===== src/rtl/counter_chain_ctrl_if.sv =====
// rtl/counter_chain_ctrl_if.sv - button pulses, digit readback and digit-counter controls for the counter chain
interface counter_chain_ctrl_if #(
    parameter int NUM_DIGITS = 4
);
    logic                      start_stop;
    logic                      dir_toggle;
    logic                      clear;
    logic [4*NUM_DIGITS-1:0]   digits_in;
    logic [NUM_DIGITS-1:0]     digit_en;
    logic                      count_dir;
    logic                      digit_rst;
    logic                      running;
    logic                      at_limit;

    // master: the button/digit side; slave: the controller
    modport master (
        output start_stop, dir_toggle, clear, digits_in,
        input  digit_en, count_dir, digit_rst, running, at_limit
    );

    modport slave (
        input  start_stop, dir_toggle, clear, digits_in,
        output digit_en, count_dir, digit_rst, running, at_limit
    );
endinterface


===== src/rtl/counter_chain_ctrl.sv =====
// rtl/counter_chain_ctrl.sv - run/pause/clear sequencer, prescaler and ripple enables for cascaded digit counters
module counter_chain_ctrl #(
    parameter int NUM_DIGITS    = 4,
    parameter int TICK_DIV      = 100000000,
    parameter int STOP_AT_LIMIT = 1
) (
    input  logic                 clk,
    input  logic                 reset,
    counter_chain_ctrl_if.slave  bus
);
    localparam int PW = $clog2(TICK_DIV);
    localparam logic [PW-1:0] PRESC_LAST = PW'(TICK_DIV - 1);

    typedef enum logic [1:0] {IDLE, RUN, PAUSED, DONE} state_t;

    state_t                 state, state_next;
    logic [PW-1:0]          presc, presc_next;
    logic [NUM_DIGITS-1:0]  en_q, en_next;
    logic [NUM_DIGITS-1:0]  terminal, step_mask;
    logic                   dir_q, dir_next;
    logic                   rst_q, running_q, at_limit_q;
    logic                   tick, all_terminal;

    // A digit steps only when every less significant digit is about to carry/borrow
    always_comb begin
        terminal  = '0;
        step_mask = '0;
        for (int i = 0; i < NUM_DIGITS; i++) begin
            terminal[i] = dir_q ? (bus.digits_in[4*i +: 4] == 4'hF)
                                : (bus.digits_in[4*i +: 4] == 4'h0);
        end
        step_mask[0] = 1'b1;
        for (int i = 1; i < NUM_DIGITS; i++) begin
            step_mask[i] = step_mask[i-1] & terminal[i-1];
        end
        all_terminal = &terminal;
        tick         = (state == RUN) && (presc == PRESC_LAST);
    end

    always_comb begin
        state_next = state;
        en_next    = '0;
        presc_next = '0;
        dir_next   = bus.dir_toggle ? ~dir_q : dir_q;
        if (bus.clear) begin
            state_next = IDLE;
        end else begin
            if (tick && (STOP_AT_LIMIT != 0) && all_terminal) begin
                state_next = DONE;
            end else begin
                if (tick) begin
                    en_next = step_mask;
                end
                unique case (state)
                    IDLE:   if (bus.start_stop) state_next = RUN;
                    RUN:    if (bus.start_stop) state_next = PAUSED;
                    PAUSED: if (bus.start_stop) state_next = RUN;
                    DONE:   if (bus.dir_toggle) state_next = PAUSED;
                    default: state_next = IDLE;
                endcase
            end
            // Leaving RUN parks the prescaler so a resume waits a full period
            if (state == RUN && state_next == RUN) begin
                presc_next = tick ? '0 : presc + 1'b1;
            end
        end
    end

    always_ff @(posedge clk) begin
        if (reset) begin
            state      <= IDLE;
            presc      <= '0;
            en_q       <= '0;
            dir_q      <= 1'b1;
            rst_q      <= 1'b1;
            running_q  <= 1'b0;
            at_limit_q <= 1'b0;
        end else begin
            state      <= state_next;
            presc      <= presc_next;
            en_q       <= en_next;
            dir_q      <= dir_next;
            rst_q      <= bus.clear;
            running_q  <= (state_next == RUN);
            at_limit_q <= (state_next == DONE);
        end
    end

    assign bus.digit_en  = en_q;
    assign bus.count_dir = dir_q;
    assign bus.digit_rst = rst_q;
    assign bus.running   = running_q;
    assign bus.at_limit  = at_limit_q;
endmodule


===== src/flat_wrapper.sv =====
// flat-port wrapper written by rule: the top's interface ports become plain ports
module counter_chain_ctrl_flat 
#(
    parameter int NUM_DIGITS    = 4,
    parameter int TICK_DIV      = 100000000,
    parameter int STOP_AT_LIMIT = 1
)
  (clk, reset, bus_start_stop, bus_dir_toggle, bus_clear, bus_digits_in, bus_digit_en, bus_count_dir, bus_digit_rst, bus_running, bus_at_limit);
  counter_chain_ctrl_if #(.NUM_DIGITS(NUM_DIGITS)) bus_i ();
  input  logic clk;
  input  logic reset;
  input wire logic [$bits(bus_i.start_stop)-1:0] bus_start_stop;
  input wire logic [$bits(bus_i.dir_toggle)-1:0] bus_dir_toggle;
  input wire logic [$bits(bus_i.clear)-1:0] bus_clear;
  input wire logic [$bits(bus_i.digits_in)-1:0] bus_digits_in;
  output wire logic [$bits(bus_i.digit_en)-1:0] bus_digit_en;
  output wire logic [$bits(bus_i.count_dir)-1:0] bus_count_dir;
  output wire logic [$bits(bus_i.digit_rst)-1:0] bus_digit_rst;
  output wire logic [$bits(bus_i.running)-1:0] bus_running;
  output wire logic [$bits(bus_i.at_limit)-1:0] bus_at_limit;
  assign bus_i.start_stop = bus_start_stop;
  assign bus_i.dir_toggle = bus_dir_toggle;
  assign bus_i.clear = bus_clear;
  assign bus_i.digits_in = bus_digits_in;
  assign bus_digit_en = bus_i.digit_en;
  assign bus_count_dir = bus_i.count_dir;
  assign bus_digit_rst = bus_i.digit_rst;
  assign bus_running = bus_i.running;
  assign bus_at_limit = bus_i.at_limit;
  counter_chain_ctrl #(.NUM_DIGITS(NUM_DIGITS), .TICK_DIV(TICK_DIV), .STOP_AT_LIMIT(STOP_AT_LIMIT)) u_core (.clk(clk), .reset(reset), .bus(bus_i));
endmodule

===== config.mk =====
export PLATFORM = sky130hd
export DESIGN_NAME = counter_chain_ctrl_flat
export DESIGN_NICKNAME = d
export VERILOG_FILES = /design/src/rtl/counter_chain_ctrl_if.sv /design/src/rtl/counter_chain_ctrl.sv /design/src/flat_wrapper.sv
export SDC_FILE = /design/constraint.sdc
export NUM_CORES = 1
export LEC_CHECK = 0
export BUFFER_PORTS_ARGS = -buffer_cell sky130_fd_sc_hd__buf_2
export CAP_MARGIN = 20
export CORE_MARGIN = 2
export CORE_UTILIZATION = 60
export CTS_BUF_LIST = sky130_fd_sc_hd__clkbuf_2 sky130_fd_sc_hd__clkbuf_4 sky130_fd_sc_hd__clkbuf_8
export DETAILED_ROUTE_END_ITERATION = 16
export PLACE_DENSITY = 0.84
export SLEW_MARGIN = 20
export SYNTH_ARGS = -nofsm -noshare
export SYNTH_HDL_FRONTEND = slang
export SYNTH_SLANG_ARGS = --single-unit

===== constraint.sdc =====
create_clock -name clk -period 5.7 [get_ports clk]
set_clock_uncertainty 0.1 [all_clocks]
set_input_delay 0 -clock clk [delete_from_list [all_inputs] [get_ports clk]]
set_output_delay 0 -clock clk [all_outputs]
set_load 0.02 [all_outputs]

==> results by group <==
Min path
  • Hold crit path type: in -> reg
  • Hold depth: 4

Synth
  • Yosys warning total: 0
  • Leading post-synthesis cells by cell area: dfxtp_1 (42%), xor2_1 (6.9%), nor2_1 (4.7%)
  • Area leader, netlist: dfxtp_1
  • Synth top area share: between 40% and 50%
  • Most instantiated library cell after synthesis: dfxtp_1
  • Mapped Cells: 205
  • Mean Syn Cell Area: 8.66 sq um
  • Top_reg_cell synth: dfxtp_1
  • Seq cells post-synth: 37
  • Top cells by count, synth: dfxtp_1 (37), nor2_1 (22), a21oi_1 (14), xor2_1 (14)
  • EDFF count, synth: 0
  • Cell variety after synth: 39
  • Synth Cell Area: 1780 sq um
  • Syn Nets: 227
  • Sequential share of the synthesized area: between 40% and 50%
  • Post-synth ARST share: 0%

Global routing
  • GRT Util Overall: 27.1%
  • First-pass GRT wire length: 7070 microns
  • Number of global-route vias before repair: about 1600
  • Initial antenna violation count: 0
  • Largest net degree at the start of global routing: 16
  • Grt ovf: 0

Timing
  • Worst slew pin tran: 0.622 ns
  • Final setup fails: 0
  • Slew Limit Fails: 0
  • Setup WS post-layout: slightly below 3 ns
  • Final Hold Vio Count: 0
  • Worst slew margin: 58.2%
  • Tcrit/Tclk final: 48.9%
  • Unrepaired setup endpoints after global routing: false
  • Clock period minus worst slack: 2.79 ns
  • Final setup TNS: 0 ns
  • Peak Freq: around 360 MHz

Final layout
  • # nets final: 263
  • Antenna Cells: 0
  • Layout cells sized above 1: between 10% and 20%
  • Post-layout util: ~75%
  • Area growth syn-to-layout: 17.6%
  • Non-filler cells, final: 272

Drt
  • Vias/cell: a little over 6
  • ANT nets after route: 0
  • DRT Pass-1 Iters: 4
  • DRC marker count from the first detailed-route iteration: 72
  • Routed vias: approximately 1700
  • Routed len/inst: 15.1 microns
  • DRC violations left: 0
  • Detailed Route WL: 4120 microns

Clock network
  • CTS Sinks: 37
  • CTS tree: yes
  • Worst-path clk slew: 0.10 ns
  • CTS max path bufs: 2
  • CTS resizes: 0
  • Cts bufs inserted: 5
  • CTS H-Tree Depth: 2
  • Root buffer cell: clkbuf_4
  • Clock latency on the worst-skew pair: 0.34 ns

Placement
  • Placed Instances: 254
  • IO Port Bufs: 28
  • Detailed placement HPWL: 2890 microns
  • Routability cong.: between 0.9 and 1
  • DP Worst Slack: 3.20 ns

Die
  • I/O pins: 29
  • Die width: 58.4 microns
  • FP Rows: 19
  • Core Area: 2780 sq um
  • Die area: 3410 sq um
  • Die Height: 58.4 microns
  • Initial Utilization: 63.8%

Critical path
  • R2r worst-path depth: 6
  • Critical Path Max Stage Delay: 0.58 ns
  • Worst Path Max Fanout: 7
  • Crit path kind: reg -> reg
  • Critical path arrival: roughly 3.0 ns
  • Critical path's slowest cell: dlygate4sd3_1
  • Worst setup SP type: flip-flop
  • Worst endpoint required time: 5.88 ns
  • CP bufs+invs: 1
  • Worst path cell trace: or4_1 -> nor4_2 -> nand4_2 -> or4b_4 -> nor3b_2 -> dlygate4sd3_1
  • Crit. path cell count: 6
  • Worst setup EP type: flip-flop
  • Cell family with most CP delay: simple AND/OR/NAND/NOR gates

Run
  • Max cap viols: 0

Power
  • Pwr dens: 208 nW/um^2
  • Leak: 0.788 nW
  • Max VDD drop: 0.225 mV

Status
  • Status: finished clean
[where the power goes]
part	internal, mW	switching [mW]
Clock	0.0630	0.0818
Sequential	0.260	0.00295
Combinational	0.0151	0.0119
Total	0.339	0.0966
[cells by family after synthesis]
logic type	Yosys count	share of synthesized area, %
buffers and inverters	13	2.82
adder cells (fa/ha/maj)	1	0.705
AND/OR/NAND/NOR	109	35.9
multiplexers	5	2.82
XOR/XNOR	18	8.88
flip-flops	37	41.7
AO/OA/AOI/OAI	22	7.12
[what timing repair did]
| action | 4_1_cts | 5_1_grt |
|---|---|---|
| hold buffers | 11 | 0 |
| endpoints found under the hold margin | 9 | 0 |
| setup buffers | 0 | 0 |
[registers in the layout (all words and copies together), names as in the netlist]
signal                cells
u_core.bus.digit_en       4
u_core.bus.count_dir      1
u_core.state              2
u_core.bus.digit_rst      1
u_core.bus.at_limit       1
u_core.bus.running        1
u_core.presc             27
[final timing paths]
check	start	endpoint	slack [ns]
max reg2reg	u_core.presc[17]	u_core.bus.digit_en[3]	2.91
min reg2reg	u_core.presc[0]	u_core.presc[0]	0.41
max	u_core.presc[17]	u_core.bus.digit_en[3]	2.91
min	bus_digits_in[3]	u_core.bus.digit_en[1]	0.03
[area by class of cell]
type / count / area (sq um)
tap: 31 / 38.8
clock buffer: 7 / 58.8
multi-input combinational: 155 / 988
inverter: 3 / 11.3
fill: 213 / 693
timing repair buffer: 39 / 250
sequential: 37 / 741
[layout by cell type (no fill, tap or decap), types with 9 or more instances in the layout]
master / count
a21oi_1: 14
nand2_1: 12
nand3_1: 13
dfxtp_1: 37
and3_1: 9
nor2_1: 22
buf_2: 28
xor2_1: 14
nand4_1: 13
dlygate4sd3_1: 11
[worst register-to-register path, stage by stage (launching register included)]
cell           delay [ns]
dfxtp_1              0.38
or4_1                0.56
nor4_2               0.19
nand4_2              0.19
or4b_4               0.56
nor3b_2              0.17
dlygate4sd3_1        0.58
[stage by stage]
step	power (mW)	hold WS, ns	area, sq um
detailed placement	0.291	0.112	1920
CTS	0.436	0.0210	2080
global route	0.451	0.0508	2090
global placement	0.289	0.100	1920
finish	0.435	0.0316	2090
floorplan	0.279	0.00147	1780
[routing by layer]
metal | part of all wire (%) | vias to the layer above | track usage [%]
li1 | - | 822 | -
met1 | 43 | 775 | 31.7
met2 | 51 | 46 | 47.7
met3 | 4.5 | 11 | 6.15
met4 | 1.6 | 0 | 11.0
met5 | 0 | - | 0
Power figures use the tool's default switching activity.
